$ cat src/rtl/imm_ext_pipe.sv
// imm_ext_pipe: registered immediate extender for the ID->EX boundary.
// Widens an IN_W-bit immediate to OUT_W bits (sign / zero / LUI / branch)
// and holds results in a 2-entry skid buffer with a sideband tag.
// Optional stall statistics counter is built when IMM_EXT_STATS_EN is defined.
//
// Handshake: an input transfer happens on a rising edge where
// in_valid && in_ready; an output transfer happens on a rising edge where
// out_valid && out_ready. in_ready depends only on registered state, and
// data_out/out_tag stay stable while out_valid && !out_ready.
module imm_ext_pipe #(
  parameter int IN_W     = 16,
  parameter int OUT_W    = 32,
  parameter int BR_SHIFT = 2,
  parameter int TAG_W    = 5
) (
  input  logic             clk,
  input  logic             rst_n,
  input  logic             flush,
  input  logic             in_valid,
  output logic             in_ready,
  input  logic [IN_W-1:0]  instr_part,
  input  logic [1:0]       mode,
  input  logic [TAG_W-1:0] in_tag,
  output logic             out_valid,
  input  logic             out_ready,
  output logic [OUT_W-1:0] data_out,
  output logic [TAG_W-1:0] out_tag,
  output logic [15:0]      stall_cnt,
  output logic [1:0]       dbg_state
);

  // The branch shift must not lose immediate bits inside the output word.
  if (OUT_W < IN_W + BR_SHIFT) begin : g_bad_width
    $error("imm_ext_pipe: OUT_W must be >= IN_W + BR_SHIFT");
  end

  localparam logic [1:0] EMPTY = 2'b00;
  localparam logic [1:0] ONE   = 2'b01;
  localparam logic [1:0] FULL  = 2'b10;

  localparam logic [1:0] MODE_SIGN = 2'b00;
  localparam logic [1:0] MODE_ZERO = 2'b01;
  localparam logic [1:0] MODE_LUI  = 2'b10;

  logic [1:0]       state_q, state_d;
  logic [OUT_W-1:0] head_data_q, head_data_d;
  logic [TAG_W-1:0] head_tag_q, head_tag_d;
  logic [OUT_W-1:0] skid_data_q, skid_data_d;
  logic [TAG_W-1:0] skid_tag_q, skid_tag_d;

  logic signed [IN_W-1:0] imm_s;
  logic [OUT_W-1:0] sext;
  logic [OUT_W-1:0] ext;
  logic             in_fire, out_fire;
  logic             head_load, head_from_skid, skid_load;

  assign imm_s     = instr_part;
  assign in_ready  = (state_q != FULL);
  assign out_valid = (state_q != EMPTY);
  assign in_fire   = in_valid && in_ready;
  assign out_fire  = out_valid && out_ready;
  assign data_out  = head_data_q;
  assign out_tag   = head_tag_q;
  assign dbg_state = state_q;

  // Combinational extension of the incoming immediate according to mode.
  always_comb begin
    sext = OUT_W'(imm_s);
    ext  = sext;
    case (mode)
      MODE_SIGN: ext = sext;
      MODE_ZERO: ext = OUT_W'(instr_part);
      MODE_LUI:  ext = OUT_W'(instr_part) << (OUT_W - IN_W);
      default:   ext = sext << BR_SHIFT;
    endcase
  end

  // Next-state and load-enable decode; flush overrides every transition.
  always_comb begin
    state_d        = state_q;
    head_load      = 1'b0;
    head_from_skid = 1'b0;
    skid_load      = 1'b0;
    if (flush) begin
      state_d = EMPTY;
    end else begin
      case (state_q)
        EMPTY: begin
          if (in_fire) begin
            state_d   = ONE;
            head_load = 1'b1;
          end
        end
        ONE: begin
          if (in_fire && out_fire) begin
            head_load = 1'b1;
          end else if (in_fire) begin
            state_d   = FULL;
            skid_load = 1'b1;
          end else if (out_fire) begin
            state_d = EMPTY;
          end
        end
        FULL: begin
          if (out_fire) begin
            state_d        = ONE;
            head_from_skid = 1'b1;
          end
        end
        default: state_d = EMPTY;
      endcase
    end
  end

  // Data path muxing for the head and skid entries.
  always_comb begin
    head_data_d = head_data_q;
    head_tag_d  = head_tag_q;
    skid_data_d = skid_data_q;
    skid_tag_d  = skid_tag_q;
    if (head_load) begin
      head_data_d = ext;
      head_tag_d  = in_tag;
    end else if (head_from_skid) begin
      head_data_d = skid_data_q;
      head_tag_d  = skid_tag_q;
    end
    if (skid_load) begin
      skid_data_d = ext;
      skid_tag_d  = in_tag;
    end
  end

  // State and entry registers; reset drops all entries at once.
  always_ff @(posedge clk or negedge rst_n) begin
    if (!rst_n) begin
      state_q     <= EMPTY;
      head_data_q <= '0;
      head_tag_q  <= '0;
      skid_data_q <= '0;
      skid_tag_q  <= '0;
    end else begin
      state_q     <= state_d;
      head_data_q <= head_data_d;
      head_tag_q  <= head_tag_d;
      skid_data_q <= skid_data_d;
      skid_tag_q  <= skid_tag_d;
    end
  end

`ifdef IMM_EXT_STATS_EN
  logic [15:0] stall_cnt_q, stall_cnt_d;

  // Saturating count of cycles where the head is held by the consumer.
  always_comb begin
    stall_cnt_d = stall_cnt_q;
    if (out_valid && !out_ready && (stall_cnt_q != 16'hFFFF)) begin
      stall_cnt_d = stall_cnt_q + 16'd1;
    end
  end

  // Counter register, cleared only by reset (flush leaves it alone).
  always_ff @(posedge clk or negedge rst_n) begin
    if (!rst_n) begin
      stall_cnt_q <= 16'd0;
    end else begin
      stall_cnt_q <= stall_cnt_d;
    end
  end

  assign stall_cnt = stall_cnt_q;
`else
  assign stall_cnt = 16'd0;
`endif

endmodule

$ cat config.mk
export PLATFORM = sky130hd
export DESIGN_NAME = imm_ext_pipe
export DESIGN_NICKNAME = d
export VERILOG_FILES = /design/src/rtl/imm_ext_pipe.sv
export SDC_FILE = /design/constraint.sdc
export NUM_CORES = 1
export LEC_CHECK = 0
export CAP_MARGIN = 0
export CORE_UTILIZATION = 27
export CTS_CLUSTER_DIAMETER = 30
export DETAILED_ROUTE_END_ITERATION = 8
export HOLD_SLACK_MARGIN = 0.06
export PLACE_DENSITY = 0.56
export SLEW_MARGIN = 20
export SYNTH_ARGS = -nofsm -noshare
export SYNTH_HDL_FRONTEND = slang
export SYNTH_SLANG_ARGS = --single-unit
export TNS_END_PERCENT = 30
$ cat constraint.sdc
create_clock -name clk -period 2.5 [get_ports clk]
set_clock_uncertainty 0.15 [all_clocks]
set_input_delay 0.375 -clock clk [delete_from_list [all_inputs] [get_ports clk]]
set_output_delay 0.375 -clock clk [all_outputs]
set_load 0.02 [all_outputs]
# Word level (Yosys, flattened, before mapping)

Index checks and enable logic that the tools add are counted.

Input port bits: 28
Word-level logic and storage cells: 44
Flip-flop bits (word level): 76
Output and inout bits: 57

Muxes and demuxes: 22
Equality and inequality tests: 9
Reductions and logical operators: 8

Operators with widths:

| kind               | count |
|---|---|
| $pmux 32 s3        | 1 |
| $mux 32            | 2 |
| $mux 2             | 6 |
| $mux 5             | 2 |
| $mux 1             | 9 |
| $ne 3x3->1 const B | 3 |
| $pmux 2 s3         | 1 |
| $eq 2x1->1 const B | 2 |
| $eq 2x2->1 const B | 2 |
| $logic_not 2->1    | 2 |
| $ne 4x4->1 const B | 1 |
| $reduce_and 4->1   | 1 |
| $reduce_bool 2->1  | 2 |
| $logic_and 1x1->1  | 3 |
| $ne 2x2->1 const B | 1 |
| $pmux 1 s2         | 1 |

# Longest topological paths before layout

Gate-level depths: netlist of run 1.

Depth in word-level cells: 7
Mapped depth: 6
Mapped depth without buffers: 3

# Worst setup path before layout of run 1

No wires, ideal clock.

Path kind: register to register
Start: reg state_q[1], in the netlist dbg_state[1]
End: reg skid_data_q[10]
Cell stages (with the launch flop): 6
Path buffers: 2
Arrival: 1.468 ns
Required time: 2.225 ns
Period minus slack after synthesis: 1.743 ns
Path slack: 0.757 ns
Cells stage by stage: dfrtp_1 -> buf_6 -> nor3b_4 -> nand2_4 -> buf_6 -> mux2_4

Cells in the longest elaborated chain, start to end: 6

Ends and longest elaborated chain:

| element                                         | line   | text |
|---|---|---|
| from (decl)                                     | 45     | `logic [1:0] state_q, state_d;` |
| from (signal assigned)                          | 143    | `state_q <= state_d;` |
| $ne 2x2->1 or $reduce_bool 2->1 (tied branches) | 58, 59 |  |
| $logic_and 1x1->1, on equally long branches     | 60, 61 |  |
| $mux 1 or $logic_and 1x1->1 (tied branches)     | 97, 95 |  |
| $mux 1                                          | 95     | `if (in_fire && out_fire) begin` |
| $mux 1 (*)                                      | 87     | `case (state_q)` |
| $mux 1 (*)                                      | 84     | `if (flush) begin` |
| to (signal assigned)                            | 146    | `skid_data_q <= skid_data_d;` |
| to (decl)                                       | 48     | `logic [OUT_W-1:0] skid_data_q, skid_data_d;` |

Mark *: on every way between the ends. The rest lies on a longest branch, timed or not.
A chain may end at the register's enable or synchronous reset.

# Final worst setup path of run 1

Start: reg state_q[1], in the netlist dbg_state[1]
End: out out_valid

Cells in the longest elaborated chain, start to end: 1

Ends and longest elaborated chain:

| element           | line | text |
|---|---|---|
| $reduce_bool 2->1 | 59   | `assign out_valid = (state_q != EMPTY);` |
| to (decl)         | 24   | `output logic out_valid,` |

No other way between the ends.

==> results by group, run 1 <==
Logic synthesis
  – Post-synth EDFFs: 0
  – Yosys reg bits: 76
  – Sequential share of the synthesized area: 48.8%
  – Largest family of logic cells by synthesized area: multiplexers
  – Synth Area in Adders: 0%
  – Xor and xnor area share after synthesis: 0%
  – Post-synthesis mux area share: 18.9%
  – Ys async rst share: 100%
  – Simple-gate portion of the synthesized area: 8.06%
  – Synth Area in Compound Gates: 16.4%
  – Syn Inst Count: 319
  – Synth Warn #: 0
  – Avg Inst Size Synth: 12.2 sq um
  – Post-Syn Area: 3900 sq um
  – Most used DFF post-synth: dfrtp_1
  – Count of different cell masters after synthesis: 37

Worst setup path
  – CP peak stage delay: 540 ps
  – Nature of the critical path startpoint: flip-flop
  – Worst reg2reg path depth: 3
  – WP data required: 1980 ps
  – CP endpoint kind: output port
  – Worst reg2reg setup slack: 470 ps
  – Worst path top cell family by delay: buffers and inverters
  – R2r startpoint: dbg_state[1]
  – Number of buffers and inverters on the critical path: 1
  – Crit Path Class: flip-flop to output port
  – Crit Path Max Fanout: 10
  – Slowest cell on the critical path: clkdlybuf4s50_1
  – Worst R2R End: data_out[13]
  – Worst Path Arrival: 1670 ps
  – Critical path cell sequence: or2_2, clkdlybuf4s50_1

Detailed routing
  – First-pass DRT Iterations: 4
  – Vias/cell: 4.72
  – Iter 0 DRT Violations: 135
  – Final ANT Viol Nets: 0
  – DR WL/cell: 16.5 um
  – Via Count: 2684
  – Drt total wl: 9.41 mm
  – Drt drc: 0

STA
  – RSZ-0062 raised after global routing: false
  – Worst rel slew slack: 28.9%
  – Slew @ Worst Pin: 1070 ps
  – Final worst path period need: 2200 ps
  – Final setup violation count: 0
  – Hold Vio Cnt, Final: 0
  – Setup TNS: 0 ps
  – Tcrit/Tclk final: 87.9%
  – F_max: 455 MHz
  – Slew Viols, Final: 0
  – Setup slack after layout: 302 ps

Placed design
  – Final GP Congestion: 0.767
  – DP HPWL: 6.44 mm
  – PortBufs: 68
  – Placed cell count: 552
  – Pre-CTS setup slack: -28.9 ps

Floorplanning
  – DIE AREA: 14900 sq um
  – Core area: 14000 sq um
  – Die Y: 122 um
  – Io pins: 85
  – Initial Util: 27.9%
  – FP Rows: 43
  – DIE WIDTH: 122 um

Cells and area
  – Fill cell count: 1381
  – Seq. cell area: 1900 sq um
  – Layout cells sized above 1: 18.5%
  – Nets: 412
  – Ant diodes: 0
  – Most frequent cells in the layout: 76 x dfrtp_1, 67 x clkdlybuf4s50_1, 34 x o21ai_0
  – Multi-input logic area: 1750 sq um
  – Non-filler instance count after layout: 569
  – Most common library cell in the layout ignoring fill and taps: dfrtp_1
  – Final design utilization: 35.5%
  – Area Overhead vs Synth: 27.5%

Clock network
  – Sink Count: 76
  – CTS tree: built
  – Clock Pin Slew Worst Setup and Hold Paths: 60 ps
  – CTS buffer count: 9
  – Resized Gates After CTS: 0
  – CTS max path bufs: 2
  – CTS Root Cell: clkbuf_16
  – Clock latency on the worst-skew pair: 330 ps
  – H-tree levels: 3

Min path
  – Hold_sp: skid_data_q[2]
  – Worst min-delay path class: flip-flop to flip-flop
  – Hold Path Cell Cnt: 1
  – Hold endpoint: skid_data_q[2]

Outcome
  – Outcome: finished clean

Global route
  – Largest net degree at the start of global routing: 77
  – Number of global-route vias before repair: 2837
  – GRT Total Usage: 13.4%
  – Initial antenna violation count: 0
  – Total congestion overflow: 0
  – First-pass GRT wire length: 15.3 mm

Power
  – Leak Pwr: 2.31 nW
  – Max VDD drop: 0.298 mV
  – Power Density: 786 nW/um^2

Run
  – Max_cap viols: 0
==> flip-flops by register name, summed over array words and instances, names as in the netlist <==
signal       cells
skid_tag_q       5
out_tag          5
skid_data_q     32
dbg_state        2
data_out        32
==> cells in the mapped netlist, types with 5 or more instances <==
cell type / number / area share [%]
dfrtp_1: 76 / 49
buf_6: 8 / 2.3
a221o_1: 21 / 5.4
and2_1: 19 / 3.0
buf_2: 5 / 0.64
clkbuf_1: 7 / 0.67
mux2_2: 22 / 6.4
mux2_4: 12 / 4.6
mux2i_1: 31 / 8.0
a21oi_1: 16 / 2.1
a22o_1: 14 / 3.1
o21ai_0: 34 / 4.4
buf_4: 20 / 3.9
==> worst register-to-register path, cell delays in order, from the launching register on <==
cell      delay [ps]
dfrtp_1          490
and4bb_4         260
a21oi_2          760
a221o_1          300
==> stage by stage <==
step	hold WS (ps)	area (sq um)	power, mW
finish	344	4970	3.91
global route	364	4970	4.10
CTS	348	4970	3.95
detailed placement	288	4670	2.64
global placement	284	4670	2.61
floorplan	-70.6	3960	2.22
==> report_power, final <==
group | internal (mW) | leakage, nW | switching [mW]
Clock | 0.799 | 0.147 | 0.498
Sequential | 1.50 | 0.970 | 0.151
Combinational | 0.508 | 1.19 | 0.453
Total | 2.80 | 2.31 | 1.10
==> final cells by class <==
cell class,count,area share [%]
sequential,76,38.2
multi-input combinational,215,35.2
timing repair buffer,79,15.9
clock buffer,12,4.96
tap,180,4.53
clock inverter,4,0.981
inverter,3,0.226
==> per-layer routing <==
| layer | track usage [%] | wire length, um |
|---|---|---|
| met1 | 17.6 | 4320 |
| met2 | 20.9 | 4410 |
| met3 | 3.00 | 433 |
| met4 | 6.17 | 233 |
| met5 | 0 | 0 |
==> cells by family (layout without fill, tap and decap cells) <==
family / after synthesis / after routing
simple gates: 41 / 41
flops: 76 / 76
buf+inv: 43 / 98
compound gates: 93 / 93
mux: 65 / 65
other cells: 1 / 16
==> how the worst max path moves through the flow <==
| stage | from | cells after the start | slack (ps) | endpoint |
|---|---|---|---|---|
| after global routing | out_ready | 4 | 220 | data_out[13] |
| after global placement | out_ready | 4 | 40 | data_out[10] |
| after floorplan | dbg_state[1] | 5 | 760 | skid_data_q[10] |
| after detailed placement | out_ready | 4 | -30 | data_out[9] |
| after CTS | dbg_state[1] | 2 | 280 | out_valid |
| final | dbg_state[1] | 2 | 300 | out_valid |
==> repair_timing <==
action                    in CTS  in global routing
hold endpoints to repair      76                  0
buffers inserted               0                  0
hold buffers                   1                  0
Note: power is estimated with default switching activity, not from simulation.
==> run 2, diff against run 1 <==
--- a/config.mk
+++ b/config.mk
@@ -7,7 +7,7 @@
 export LEC_CHECK = 0
 export CAP_MARGIN = 0
 export CORE_UTILIZATION = 27
-export CTS_CLUSTER_DIAMETER = 30
+export CTS_CLUSTER_DIAMETER = 200
 export DETAILED_ROUTE_END_ITERATION = 8
 export HOLD_SLACK_MARGIN = 0.06
 export PLACE_DENSITY = 0.56
==> results of run 2 <==
The final DEF is identical to that of run 1; final timing and power are the same.
